==> config.mk <==
export PLATFORM = sky130hd
export DESIGN_NAME = alu_share_arbiter
export DESIGN_NICKNAME = d
export VERILOG_FILES = /design/src/rtl/alu_share_arbiter.sv
export SDC_FILE = /design/constraint.sdc
export NUM_CORES = 1
export LEC_CHECK = 0
export ABC_AREA = 1
export BUFFER_PORTS_ARGS = -buffer_cell sky130_fd_sc_hd__buf_2
export CORE_AREA = 2 2 120 122
export CTS_CLUSTER_DIAMETER = 30
export CTS_CLUSTER_SIZE = 14
export DETAILED_ROUTE_END_ITERATION = 10
export DIE_AREA = 0 0 122 124
export GPL_ROUTABILITY_DRIVEN = 0
export PLACE_DENSITY = 0.74
export SLEW_MARGIN = 15
export SYNTH_ARGS = -nofsm -noshare
export SYNTH_HDL_FRONTEND = slang
export SYNTH_SLANG_ARGS = --single-unit
==> constraint.sdc <==
create_clock -name clk -period 3 [get_ports clk]
set_input_delay 0 -clock clk [delete_from_list [all_inputs] [get_ports clk]]
set_output_delay 0 -clock clk [all_outputs]
set_load 0.05 [all_outputs]
==> src/rtl/alu_share_arbiter.sv <==
// alu_share_arbiter: lets two requesters take turns on one combinational ALU.
// Accepts one operation at a time, drives the registered opcode and operands
// to the ALU, captures the result, and returns it to the requester that
// issued the operation.
// Optional feature macro: ALU_ARB_FIXED_PRIO_EN. When it is defined,
// requester 0 wins every contention; otherwise the two alternate (round-robin).
module alu_share_arbiter #(
    parameter int WIDTH = 32
) (
    input  logic             clk,
    input  logic             rst,
    input  logic             r0_valid,
    output logic             r0_ready,
    input  logic [2:0]       r0_op,
    input  logic [WIDTH-1:0] r0_a,
    input  logic [WIDTH-1:0] r0_b,
    input  logic             r1_valid,
    output logic             r1_ready,
    input  logic [2:0]       r1_op,
    input  logic [WIDTH-1:0] r1_a,
    input  logic [WIDTH-1:0] r1_b,
    output logic             r0_rsp_valid,
    input  logic             r0_rsp_ready,
    output logic [WIDTH-1:0] r0_rsp_data,
    output logic             r1_rsp_valid,
    input  logic             r1_rsp_ready,
    output logic [WIDTH-1:0] r1_rsp_data,
    output logic [2:0]       alu_opcode,
    output logic [WIDTH-1:0] alu_a,
    output logic [WIDTH-1:0] alu_b,
    input  logic [WIDTH-1:0] alu_result,
    output logic             busy,
    output logic             last_grant
);

    typedef enum logic [1:0] {IDLE, EXEC, RESP} state_t;

    typedef struct packed {
        logic [2:0]       op;
        logic [WIDTH-1:0] a;
        logic [WIDTH-1:0] b;
    } req_t;

    state_t           state, state_nxt;
    logic             owner;
    logic             gnt;
    logic             accept;
    logic             rsp_hs;
    logic [WIDTH-1:0] rsp_data;
    req_t             win_req;

    // Pick the winner. This decision uses only the state, last_grant and the
    // request valids, so no response-channel signal reaches a request ready.
    always_comb begin
        gnt = 1'b0;
        if (r0_valid && r1_valid) begin
`ifdef ALU_ARB_FIXED_PRIO_EN
            gnt = 1'b0;
`else
            gnt = ~last_grant;
`endif
        end else if (r1_valid) begin
            gnt = 1'b1;
        end
        r0_ready = (state == IDLE) && r0_valid && !gnt;
        r1_ready = (state == IDLE) && r1_valid && gnt;
        accept   = r0_ready || r1_ready;
        win_req  = gnt ? req_t'{r1_op, r1_a, r1_b} : req_t'{r0_op, r0_a, r0_b};
    end

    // Next state, plus the response-side outputs, which follow the owner.
    always_comb begin
        state_nxt    = state;
        r0_rsp_valid = (state == RESP) && !owner;
        r1_rsp_valid = (state == RESP) && owner;
        rsp_hs       = (state == RESP) && (owner ? r1_rsp_ready : r0_rsp_ready);
        busy         = (state != IDLE);
        case (state)
            IDLE:    if (accept) state_nxt = EXEC;
            EXEC:    state_nxt = RESP;
            RESP:    if (rsp_hs) state_nxt = IDLE;
            default: state_nxt = IDLE;
        endcase
    end

    // State register. A reset in EXEC or RESP drops the operation in flight.
    always_ff @(posedge clk or posedge rst) begin
        if (rst) state <= IDLE;
        else     state <= state_nxt;
    end

    // Load the ALU operands and the owner on acceptance; they hold otherwise.
    always_ff @(posedge clk or posedge rst) begin
        if (rst) begin
            alu_opcode <= 3'b000;
            alu_a      <= '0;
            alu_b      <= '0;
            owner      <= 1'b0;
            last_grant <= 1'b1;
        end else if (accept) begin
            alu_opcode <= win_req.op;
            alu_a      <= win_req.a;
            alu_b      <= win_req.b;
            owner      <= gnt;
            last_grant <= gnt;
        end
    end

    // Capture the ALU result at the end of the single EXEC cycle.
    always_ff @(posedge clk or posedge rst) begin
        if (rst)                rsp_data <= '0;
        else if (state == EXEC) rsp_data <= alu_result;
    end

    assign r0_rsp_data = rsp_data;
    assign r1_rsp_data = rsp_data;

endmodule
# Word-level counts from Yosys, hierarchy flattened
# Index checks and enable logic that the tools add are counted.
# word_totals
regBits	103
latchBits	0
ramBits	0
mem_bits_ro	0
in_bits	172
elab_cells	33
memories	0
# classes
add_sub_neg	0
mul	0
n_div	0
magnitude_cmp	0
n_eq_ne	4
shift	0
muxes	7
bitwise_logic	1
n_reduce_logical	14
# ops
cell	n
67-bit 2-to-1 mux	1
1-bit logical AND	8
2-bit case mux with 3 select lines	1
2-bit 2-to-1 mux	2
2-bit inequality test (second input constant)	2
1-bit 2-to-1 mux	3
2-bit by 1-bit equality test with 1-bit output (second input constant)	1
2-bit equality test (second input constant)	1
1-bit zero test	2
2-bit zero test	1
2-bit AND reduction	1
2-bit nonzero test	1
1-bit logical OR	1
1-bit NOT	1

# Depth between registers and ports, before layout
# logic_depth
depth_word	7
mapped_depth	8
mapped_depth_nobuf	6

# Worst setup path before layout
# No wires, ideal clock.
# synth_path
path_kind	register -> output
start	reg last_grant
end	out r0_ready
arrival_time_ns	1.869
t_required_ns	3.000
path_slack_ns	1.131
stages_incl_launch_ff	4
cell_sequence	dfstp_2 -> nand2_2 -> clkbuf_1 -> a21oi_1
# synth_between
elab_chain_len	4
# synth_rtl
element	line_no	rtl
start, declared	33	output logic last_grant
start signal, assigned	105	last_grant <= gnt;
1-bit NOT	60	gnt = ~last_grant;
1-bit 2-to-1 mux	56	if (r0_valid && r1_valid) begin
1-bit zero test	65	r0_ready = (state == IDLE) && r0_valid && !gnt;
1-bit logical AND	65	
end, declared	13	output logic r0_ready,
# No other way between the ends.

# Worst setup path after layout
# layout_path
start	reg last_grant
end	reg alu_a[13]
# layout_between
elab_chain_len	5
elab_cells_between_ends	7
cone_classes	2 x mux; 1 x bitwise; 4 x reduce/logical
# layout_rtl
element	line_no	rtl
1-bit NOT *	60	
1-bit 2-to-1 mux *	56	
1-bit zero test	65	
1-bit logical AND	65	
1-bit logical OR	67	accept = r0_ready || r1_ready;
end signal, assigned	102	alu_a <= win_req.a;
end, declared	29	output logic [WIDTH-1:0] alu_a,
# Every way passes the cells marked *; elsewhere a longest branch is shown, timed or not.
# A chain may end at the register's enable or synchronous reset.

==> results.ini <==
[yosys]
yosysTopAreaCellShare_pct=48.4
ys_types=16
yosysTopAreaCell=dfrtp_1
yosys_warnings=0
synth_area_leaders=dfrtp_1 (48%), nand2_1 (24%), nand3_1 (16%)
synth_area_sq_um=5280
synth_cells=711
synthesis.nets=883
syn_avg_cell_area_sq_um=7.42
synth-seq-area-share_pct=48.9
ys_seq_elements=103

[sta]
fmax_mhz=440
tightest_slew_ps=780
finalSetupViolations=0
timing.final.max_slew_violations=0
hold_viol_final=0
finClkSkew_ps=8.25
hold_slack_ps=8.56
period_needed_ps=2270
max-slew-margin-rel_pct=48.0
fin_crit_sh_pct=75.8
setup_tns_ps=0
rsz0062_at_grt=no

[global_route]
antenna_found_initial=0
grt_max_degree=71
grtUsageMet2_pct=47.2
grt_overflow=0
grt.met1_usage_pct=28.6
gr-max-usage-layer=met2
grt_pass1_wl_um=30800
met3_usage_pct=6.23
grt_usage_pct=26.1
grt_pass1_vias=6232

[clocking]
clkSlewWorstSetupHoldPaths_ps=70
cts-root-buf=clkbuf_16
postCtsHoldBufs=158
clockBufferDepth=2
post_cts_resized=0
tritoncts=yes
worstSkewPairLatency_ps=350
cts_buffers=9
cts_num_sinks=103
postCtsSetupRepairBufs=0
cts-htree-levels=3

[finish]
multi_input_area_sq_um=2180
final_util_pct=62.2
drive_above_1_share_pct=30.5
layout-area-overhead-vs-synth_pct=61.8
nNetsFinal=1286
layoutNonFillerInstCount=1300
nFillCells=1112
final-seq-area_sq_um=2580

[floorplan]
initial_core_util_pct=38.4
rows=43
fp.dieArea_sq_um=15100
ios=309
core-area_sq_um=13700
fp.dieH_um=124
dieWidth_um=122

[setup_path]
endpoint_kind=flip-flop
cp_max_fo=20
worstSetupStartpointType=flip-flop
worstSetupPathType=flip-flop to flip-flop
arrival_ps=2560
worst_ep_required_time_ps=3280

[route]
route.detailed.drc=0
antenna_left=0
drt_iter0_drc=449
via_count=6503
via_per_inst=5.00
drt_wl_total_um=20500
wl_per_cell_um=15.8
dr.pass1.iters=5

[power_and_ir_drop]
leakagePower_nw=4.93
total_power_mw=10.1
ir_drop_v=0.000556
p_per_area_nw_per_um2=1180

[placed_design]
io_buffer_count=308
hpwl_um=11700
dp_cells=1125

[status]
status=completed

[flow_run]
drv_cap=0

[hold_path]
hp-class=primary input to flip-flop

==> cells in the mapped netlist (all sizes together) <==
library cell,number
clkinv,1
dfrtp,102
nor2,4
nand3,168
clkbuf,22
buf,63
dfstp,1
nand2,344
inv,5
a21oi,1
==> critical path: stages (launching register included) <==
cell	delay, ps
dfstp_2	550
nand2_2	150
nand2_2	320
buf_4	310
nand2_1	70
nand2_1	70
dlygate4sd3_1	570
nand2_1	70
nand2_1	100
==> worst paths after layout <==
kind	cells past startpoint	start	slack, ps	endpoint
max in group asynchronous	4	rst	1960	last_grant$_DFFE_PP1P_
min	5	r1_a[8]	9	alu_a[8]$_DFFE_PP0P_
min in group asynchronous	3	rst	280	alu_a[13]$_DFFE_PP0P_
max reg2reg	8	last_grant$_DFFE_PP1P_	730	alu_a[13]$_DFFE_PP0P_
max	8	last_grant$_DFFE_PP1P_	730	alu_a[13]$_DFFE_PP0P_
min reg2reg	2	last_grant$_DFFE_PP1P_	480	last_grant$_DFFE_PP1P_
==> stage by stage <==
step | area (sq um) | setup slack, ps
global placement | 6670 | 1220
CTS | 8530 | 742
global route | 8530 | 577
floorplan | 5280 | 298
detailed placement | 6670 | 1160
finish | 8530 | 726
==> area by class of cell <==
| type | count | share of cell area, % |
|---|---|---|
| tap | 180 | 2.64 |
| multi-input combinational | 517 | 25.6 |
| clock inverter | 3 | 0.205 |
| timing repair buffer | 477 | 38.0 |
| inverter | 6 | 0.293 |
| sequential | 103 | 30.2 |
| antenna | 1 | 0.0293 |
| clock buffer | 13 | 3.05 |
==> where the power goes <==
part / switching (mW) / internal, mW
combinational: 4.95 / 1.52
sequential: 0.442 / 2.07
clock: 0.508 / 0.607
==> logic make-up after synthesis <==
group                  Yosys count  synth area share [%]
buffers and inverters           91                  9.80
AOI/OAI and AO/OA                1                0.0948
and+or+nand+nor                516                  41.2
DFF                            103                  48.9
==> cells in the final DEF, fill, tap and decap left out <==
master | synthesis | final
inv_1 | 5 | 4
nor2_4 | 1 | 1
buf_4 | 35 | 8
nand2_2 | 3 | 4
buf_2 | 17 | 308
nand3_4 | 1 | 1
clkinv_2 | 0 | 2
dfrtp_1 | 102 | 102
nand3_1 | 167 | 167
a21oi_1 | 1 | 1
dfstp_2 | 1 | 1
buf_12 | 0 | 3
dlygate4sd3_1 | 0 | 158
inv_4 | 0 | 1
nor2_1 | 3 | 3
clkbuf_8 | 0 | 2
nand2_1 | 341 | 340
clkinvlp_4 | 0 | 1
clkbuf_16 | 0 | 9
clkbuf_1 | 22 | 2
clkinv_1 | 1 | 1
diode_2 | 0 | 1
==> sequential cells by signal, indices dropped and copies added (netlist names) <==
register / cells
r0_rsp_data: 32
alu_b: 32
alu_a: 32
last_grant: 1
alu_opcode: 3
owner: 1
state: 2
==> routing by layer <==
layer  vias to the layer above  share of wire (%)
met4                         0                3.5
met1                      3007                 36
li1                       3037                  -
met2                       393                 52
met5                         -                  0
met3                        66                8.7
Power figures use the tool's default switching activity.
